### src/rtl/bus_addr_dec_seq.sv
// Sequential bus address decoder and access tracker: one active-low chip-select per access,
// one-cycle master ready, bus error on unmapped index or (with BUS_DEC_WATCHDOG_EN) ready timeout.
module bus_addr_dec_seq #(
  parameter int ADDR_W  = 30,
  parameter int SLAVE_N = 8,
  parameter int IDX_W   = 3,
  parameter int TO_W    = 8,
  parameter int TIMEOUT = 255
) (
  input  logic               clk,
  input  logic               reset,
  input  logic               mAs_,
  input  logic [ADDR_W-1:0]  mAddr,
  input  logic [SLAVE_N-1:0] sRdy_,
  output logic [SLAVE_N-1:0] sCS_,
  output logic [IDX_W-1:0]   selIdx,
  output logic               mRdy_,
  output logic               busErr,
  output logic               busy
);

  typedef enum logic [1:0] {ST_IDLE, ST_ACCESS, ST_ERROR} state_t;

  state_t             state;
  logic [IDX_W-1:0]   req_idx;
  logic               req_mapped;
  logic [SLAVE_N-1:0] req_cs;
  logic               sel_rdy;
  logic               wd_expire;
  logic               unused_addr;

  if (SLAVE_N < 1 || longint'(SLAVE_N) > (longint'(1) << IDX_W)) begin : g_bad_slave_n
    $error("bus_addr_dec_seq: SLAVE_N must be 1..2**IDX_W");
  end
  if (TIMEOUT < 1 || longint'(TIMEOUT) >= (longint'(1) << TO_W)) begin : g_bad_timeout
    $error("bus_addr_dec_seq: TIMEOUT must be 1..2**TO_W-1");
  end
  if (ADDR_W <= IDX_W) begin : g_bad_addr_w
    $error("bus_addr_dec_seq: ADDR_W must exceed IDX_W");
  end

  assign req_idx     = mAddr[ADDR_W-1 -: IDX_W];
  assign req_mapped  = int'(req_idx) < SLAVE_N;
  assign sel_rdy     = ~sRdy_[selIdx];
  // Only the index field is decoded; the word offset belongs to the slave.
  assign unused_addr = ^mAddr[ADDR_W-IDX_W-1:0];

  always_comb begin
    req_cs = '1;
    for (int unsigned i = 0; i < SLAVE_N; i++) begin
      if (req_idx == IDX_W'(i)) req_cs[i] = 1'b0;
    end
  end

`ifdef BUS_DEC_WATCHDOG_EN
  logic [TO_W-1:0] wd_cnt;

  // wd_cnt == TIMEOUT-1 on a non-ready edge means this edge brings the count to TIMEOUT.
  assign wd_expire = (wd_cnt == TO_W'(TIMEOUT - 1));

  always_ff @(posedge clk or posedge reset) begin
    if (reset) begin
      wd_cnt <= '0;
    end else if (state == ST_IDLE) begin
      wd_cnt <= '0;
    end else if (state == ST_ACCESS && !sel_rdy) begin
      wd_cnt <= wd_cnt + 1'b1;
    end
  end
`else
  assign wd_expire = 1'b0;
`endif

  always_ff @(posedge clk or posedge reset) begin
    if (reset) begin
      state  <= ST_IDLE;
      sCS_   <= '1;
      selIdx <= '0;
      mRdy_  <= 1'b1;
      busErr <= 1'b0;
      busy   <= 1'b0;
    end else begin
      mRdy_  <= 1'b1;
      busErr <= 1'b0;
      case (state)
        ST_IDLE: begin
          if (!mAs_) begin
            selIdx <= req_idx;
            busy   <= 1'b1;
            if (req_mapped) begin
              sCS_  <= req_cs;
              state <= ST_ACCESS;
            end else begin
              state <= ST_ERROR;
            end
          end
        end
        ST_ACCESS: begin
          // Ready is tested first so it wins over a coincident timeout.
          if (sel_rdy) begin
            mRdy_ <= 1'b0;
            sCS_  <= '1;
            busy  <= 1'b0;
            state <= ST_IDLE;
          end else if (wd_expire) begin
            sCS_  <= '1;
            state <= ST_ERROR;
          end
        end
        ST_ERROR: begin
          mRdy_  <= 1'b0;
          busErr <= 1'b1;
          sCS_   <= '1;
          busy   <= 1'b0;
          state  <= ST_IDLE;
        end
        default: begin
          sCS_  <= '1;
          busy  <= 1'b0;
          state <= ST_IDLE;
        end
      endcase
    end
  end

endmodule

### config.mk
export PLATFORM = sky130hd
export DESIGN_NAME = bus_addr_dec_seq
export DESIGN_NICKNAME = d
export VERILOG_FILES = /design/src/rtl/bus_addr_dec_seq.sv
export SDC_FILE = /design/constraint.sdc
export NUM_CORES = 1
export LEC_CHECK = 0
export BUFFER_PORTS_ARGS = -buffer_cell sky130_fd_sc_hd__buf_2
export CORE_MARGIN = 2
export CORE_UTILIZATION = 42
export CTS_BUF_LIST = sky130_fd_sc_hd__clkbuf_8
export DETAILED_ROUTE_END_ITERATION = 6
export GPL_TIMING_DRIVEN = 0
export PLACE_DENSITY = 0.87
export SYNTH_ARGS = -nofsm -noshare
export SYNTH_HDL_FRONTEND = slang
export SYNTH_SLANG_ARGS = --single-unit
### constraint.sdc
create_clock -name clk -period 3.1 [get_ports clk]
set_clock_uncertainty 0.2 [all_clocks]
set_input_delay 0.62 -clock clk [delete_from_list [all_inputs] [get_ports clk]]
set_output_delay 0.62 -clock clk [all_outputs]
set_load 0.005 [all_outputs]
==> results of run 1 <==
## final cells by class
type                            instances  area, um2
Fill cell                             127        638
Buffer                                  3       23.8
Inverter                                3       11.3
Tap cell                               16       20.0
Sequential cell                        13        337
Multi-Input combinational cell         37        283
Timing Repair Buffer                   26        130
Clock buffer                            3       41.3
Clock inverter                          1       5.00
## stage by stage
step / util / cell area, um2 / setup WS [ns] / cells
2_1_floorplan: - / 654 / 1.26 / 56
3_3_place_gp: 0.540 / 805 / 1.12 / 98
3_5_place_dp: 0.540 / 805 / 1.08 / 98
4_1_cts: 0.571 / 851 / 1.31 / 102
5_1_grt: 0.571 / 851 / 1.26 / 102
6_report: 0.571 / 851 / 1.30 / 102
## state kept, by name, summed over array words and instances, names as in the netlist
| signal | cells |
|---|---|
| busy | 1 |
| mRdy_ | 1 |
| selIdx | 3 |
| sCS_ | 8 |
## cell usage in the layout, fill, tap and decap left out, types with 2 or more instances in the layout
master    count
mux2_2        3
dfstp_2       9
inv_1         3
buf_2        27
dfrtp_1       4
and4b_1       4
clkbuf_8      3
o22ai_1       8
mux2i_1       2
nor2_1        7
o21ai_1       2
and4_1        2
## cells by family after synthesis
family | after synthesis
AO/OA/AOI/OAI | 12
buffers and inverters | 6
flip-flops | 13
multiplexers | 6
other | 1
AND/OR/NAND/NOR | 18
## metal layers
metal | vias up | GRT usage | wire length [um]
li1 | 265 | - | -
met1 | 281 | 0.179 | 547
met2 | 23 | 0.307 | 863
met3 | 0 | 0.0708 | 101
met4 | 0 | 0.121 | 0
met5 | - | 0 | 0
## power breakdown
group	switching [mW]	internal [mW]	total, mW
Clock	0.0603	0.0887	0.149
Sequential	0.0465	0.237	0.284
Combinational	0.138	0.146	0.284
Total	0.244	0.472	0.716
## path summary, 6_finish.rpt
check | from | endpoint | slack (ns) | cells after the start
max | mAs_ | selIdx[2] | 1.30 | 4
min | reset | selIdx[1] | 0.19 | 2
max reg2reg | selIdx[0] | mRdy_ | 1.32 | 4
min reg2reg | sCS_[6] | sCS_[6] | 0.34 | 2
max in group asynchronous | reset | mRdy_ | 2.15 | 2
min in group clk | sCS_[6] | sCS_[6] | 0.34 | 2
==> results.json, run 1 <==
{
  "synthMuxAreaShare": 0.117,
  "tns_ns": 0,
  "floorplan.initialDensity": 0.439,
  "cp_slowest_cell": "mux2_2",
  "synth_compound_area_frac": 0.128,
  "holdCritPathClass": "in -> async",
  "post_cts_buffers": 0,
  "ys_seq_area_frac": 0.514,
  "drv_cap": 0,
  "synthTopCellsByCount": "dfstp_2, o22ai_1, nor2_1, and4b_1, dfrtp_1",
  "die-area_um2": 1890,
  "wl_um": 1510,
  "outcome": "complete, no violations",
  "crit_family": "buffers and inverters",
  "grt_pass1_wl_um": 2400,
  "synthTopCellsByArea": "dfstp_2, dfrtp_1, o22ai_1",
  "synth_area_per_cell_um2": 11.7,
  "synth-edff-count": 0,
  "overflow": 0,
  "crit_chain": "buf_2 -> nor2_1 -> buf_2 -> mux2_2",
  "rsz0062_at_grt": "false",
  "via_per_inst": 5.58,
  "worstSetupEndpointType": "register",
  "synth_nets": 97,
  "pwr_density_cell_nw_per_um2": 842,
  "cts_hold_buf": 0,
  "syn_inst": 56,
  "clock_path_buffers": 2,
  "yosys.area_share.simple": 0.182,
  "crit_buf_inv": 2,
  "post-route-min-period_ns": 1.80,
  "synth_top_area_cell": "dfstp_2",
  "cts_resized": 0,
  "cp-start-kind": "input port",
  "drv_slew": 0,
  "synth_top_family_by_area": "simple AND/OR/NAND/NOR gates",
  "tritoncts": "built",
  "tightest_slew_ns": 0.531,
  "yosys_warnings": 0,
  "worstPathArrival_ns": 1.72,
  "grt_pass1_vias": 567,
  "max_stage_delay_ns": 0.36,
  "clkTransAtPathRegs_ns": 0.06,
  "detail_route.wl_per_cell_um": 14.8,
  "first_pass_iters": 4,
  "rows": 14,
  "fin_total_pwr_mw": 0.716,
  "hold_viol": 0,
  "fin_hold_ws_ns": 0.190,
  "drive_gt1_frac": 0.570,
  "io_buffers": 26,
  "finalCritPeriodShare": 0.581,
  "fmax_mhz": 556,
  "drc": 0,
  "ioPinCount": 55,
  "globalplace.congestion": 0.743,
  "clock_sinks": 13,
  "cts-root-buf": "clkbuf_8",
  "ir_drop_mv": 0.482,
  "yosysTopAreaCellShare": 0.361,
  "synth.most_common_cell": "dfstp_2",
  "synthAdderAreaFrac": 0,
  "layout.nets": 128,
  "die_x_um": 43.5,
  "numCtsBuffers": 3,
  "ys_types": 22,
  "die_h_um": 43.5,
  "drt_iter0_markers": 12,
  "grt_antenna_before_repair": 0,
  "cp_common_cell": "buf_2",
  "required_ns": 3.02,
  "worst-path-max-fanout": 10,
  "n_antenna_cell": 0,
  "area_growth_pct": 30.0,
  "leakagePower_nw": 0.394,
  "htreeDepth": 1,
  "placeableCoreArea_um2": 1490,
  "grt_use_total": 0.180,
  "setup_viol": 0,
  "ys.flop_type": "dfstp_2",
  "synth-seq-cells": 13,
  "slew_headroom": 0.646,
  "synthXorXnorAreaFrac": 0,
  "async_reset_ff_frac": 1.00,
  "via_count": 569,
  "clk_latency_ns": 0.24,
  "grt_max_degree": 14,
  "ant_nets": 0,
  "crit_type": "in -> reg",
  "netlist_area_um2": 654
}
Power figures use the tool's default switching activity.
==> run 2, diff against run 1 <==
--- a/config.mk
+++ b/config.mk
@@ -7,11 +7,11 @@
 export LEC_CHECK = 0
 export BUFFER_PORTS_ARGS = -buffer_cell sky130_fd_sc_hd__buf_2
 export CORE_MARGIN = 2
-export CORE_UTILIZATION = 42
+export CORE_UTILIZATION = 35
 export CTS_BUF_LIST = sky130_fd_sc_hd__clkbuf_8
 export DETAILED_ROUTE_END_ITERATION = 6
 export GPL_TIMING_DRIVEN = 0
-export PLACE_DENSITY = 0.87
+export PLACE_DENSITY = 0.77
 export SYNTH_ARGS = -nofsm -noshare
 export SYNTH_HDL_FRONTEND = slang
 export SYNTH_SLANG_ARGS = --single-unit
==> constraint.sdc (replaced) <==
create_clock -name clk -period 1.55 [get_ports clk]
set_clock_uncertainty 0.2 [all_clocks]
set_input_delay 0.31 -clock clk [delete_from_list [all_inputs] [get_ports clk]]
set_output_delay 0.31 -clock clk [all_outputs]
set_load 0.005 [all_outputs]
==> run 2 against run 1 <==
Effect of this change:
- via count increased by 2.3%
- power increased by 140%
- routed wire length increased by 18%
- clock power increased by 93%
- final cell count increased by 13%
- design area increased by 14%
- sequential share of layout area decreased by 4.7 points
- sequential power increased by 100%
- worst setup slack got worse by 1.3 ns
- first-iteration DRC count decreased by 58%
- global-route usage decreased by 1.6 points
- worst hold slack got worse by 0.086 ns
- the run now ends with negative setup slack left
- critical endpoint is now mRdy_
==> results.json, run 2 (same netlist as run 1, synthesis figures left out) <==
{
  "tritoncts": "built",
  "grt_antenna_before_repair": 0,
  "drc": 0,
  "postLayoutCellArea_um2": 973,
  "post-route-min-period_ns": 1.57,
  "worst-path-max-fanout": 5,
  "clock_path_buffers": 2,
  "mostFrequentLayoutCell": "buf_2",
  "floorplan.initialDensity": 0.375,
  "crit_family": "flip-flops",
  "r2r_slack_ns": -0.02,
  "fmax_mhz": 639,
  "placed_cell_area_um2": 817,
  "rsz0062_at_grt": "true",
  "hold_viol": 0,
  "crit_type": "reg -> reg",
  "outcome": "finished with violations",
  "rows": 15,
  "ioPinCount": 55,
  "clock_sinks": 13,
  "io_buffers": 26,
  "grt_pass1_wl_um": 2480,
  "drv_slew": 0,
  "die_h_um": 47.2,
  "violations": "negative setup slack",
  "p_clk_frac": 0.168,
  "clkTransAtPathRegs_ns": 0.05,
  "p_int_mw": 1.09,
  "clk_latency_ns": 0.24,
  "htreeDepth": 1,
  "ant_nets": 0,
  "power_switching_mw": 0.624,
  "power_frac_comb": 0.498,
  "setup_viol": 2,
  "area_growth_pct": 48.8,
  "detail_route.wl_per_cell_um": 15.5,
  "reg_top3": "sCS_: 8 flops, selIdx: 3 flops",
  "hold_start": "mAs_",
  "n_antenna_cell": 0,
  "worstPathArrival_ns": 1.53,
  "worstSetupEndpointType": "register",
  "overflow": 0,
  "die_x_um": 47.2,
  "switching_share": 0.365,
  "drv_cap": 0,
  "grt_use_total": 0.164,
  "layout_common_cells": "buf_2, dfstp_2, o22ai_1, nor2_1",
  "required_ns": 1.51,
  "ir_drop_mv": 0.725,
  "max_stage_delay_ns": 0.39,
  "layout_setup_ws_ns": -0.0155,
  "holdCritPathClass": "in -> reg",
  "crit_chain": "buf_6 -> mux2i_4 -> o221ai_4 -> or2_1",
  "die-area_um2": 2230,
  "cp_slowest_cell": "dfrtp_2",
  "grt_pass1_vias": 559,
  "rr_worst_depth": 4,
  "via_per_inst": 5.06,
  "top_register": "sCS_",
  "p_seq_frac": 0.333,
  "drt_iter0_markers": 5,
  "cp.depth": 4,
  "largest_reg_flops": 8,
  "r2r-end": "mRdy_",
  "globalplace.congestion": 0.758,
  "layout.nets": 132,
  "leakagePower_nw": 0.413,
  "crit_buf_inv": 1,
  "wl_um": 1780,
  "finalCritPeriodShare": 1.01,
  "drive_gt1_frac": 0.644,
  "reg2reg_from": "selIdx[0]",
  "via_count": 582,
  "fin_total_pwr_mw": 1.71,
  "worstSetupEndpoint": "mRdy_",
  "cp-start-kind": "register",
  "numCtsBuffers": 3,
  "cts-root-buf": "clkbuf_8",
  "crit_start": "selIdx[0]",
  "placeableCoreArea_um2": 1750,
  "grt_max_degree": 14,
  "first_pass_iters": 4,
  "pwr_density_cell_nw_per_um2": 1760,
  "place_hpwl_um": 1090
}
==> run 2: routing by layer <==
metal | vias to the layer above | wire [um] | GRT usage
li1 | 283 | - | -
met1 | 283 | 715 | 0.185
met2 | 14 | 988 | 0.273
met3 | 2 | 67 | 0.0423
met4 | 0 | 5 | 0.100
met5 | - | 0 | 0
==> run 2: layout make-up <==
class                      count  area (um2)
multi-input combinational     38         365
buffer                         2        15.0
timing repair buffer          30         166
fill                         164         772
inverter                       3        11.3
clock inverter                 1        3.75
clock buffer                   3        41.3
tap                           25        31.3
sequential                    13         339
==> run 2: repair_timing <==
item,4_1_cts,5_1_grt
cloned,1,0
endpoints found under the hold margin,4,0
setup buffers,1,2
resized for setup,10,3
pin swaps,1,1
hold buffers,1,0
setup endpoints to repair,12,11
==> run 2: how the worst min path moves through the flow <==
stage	to	slack [ns]	cells past startpoint
3_5_place_dp	busy	0.14	2
6_report	busy	0.10	2
2_1_floorplan	busy	-0.02	1
4_1_cts	busy	0.11	2
3_3_place_gp	busy	0.13	2
5_1_grt	busy	0.11	2
==> run 2: power by group through the flow <==
stage	clock network, mW	registers, mW	logic, mW
global placement	0	0.573	0.542
CTS	0.293	0.578	0.730
floorplan	0	0.577	0.362
finish	0.288	0.570	0.852
detailed placement	0	0.578	0.560
global route	0.314	0.587	0.918
==> run 2: stage by stage <==
stage	util	cells	setup TNS, ns	worst slack, ns	hold WS (ns)
4_1_cts	0.537	113	0	0.000262	0.105
2_1_floorplan	-	56	-0.274	-0.0837	-0.0195
6_report	0.558	115	-0.0193	-0.0155	0.104
3_3_place_gp	0.468	107	-0.855	-0.144	0.129
3_5_place_dp	0.468	107	-1.08	-0.174	0.142
5_1_grt	0.558	115	-0.223	-0.0540	0.109
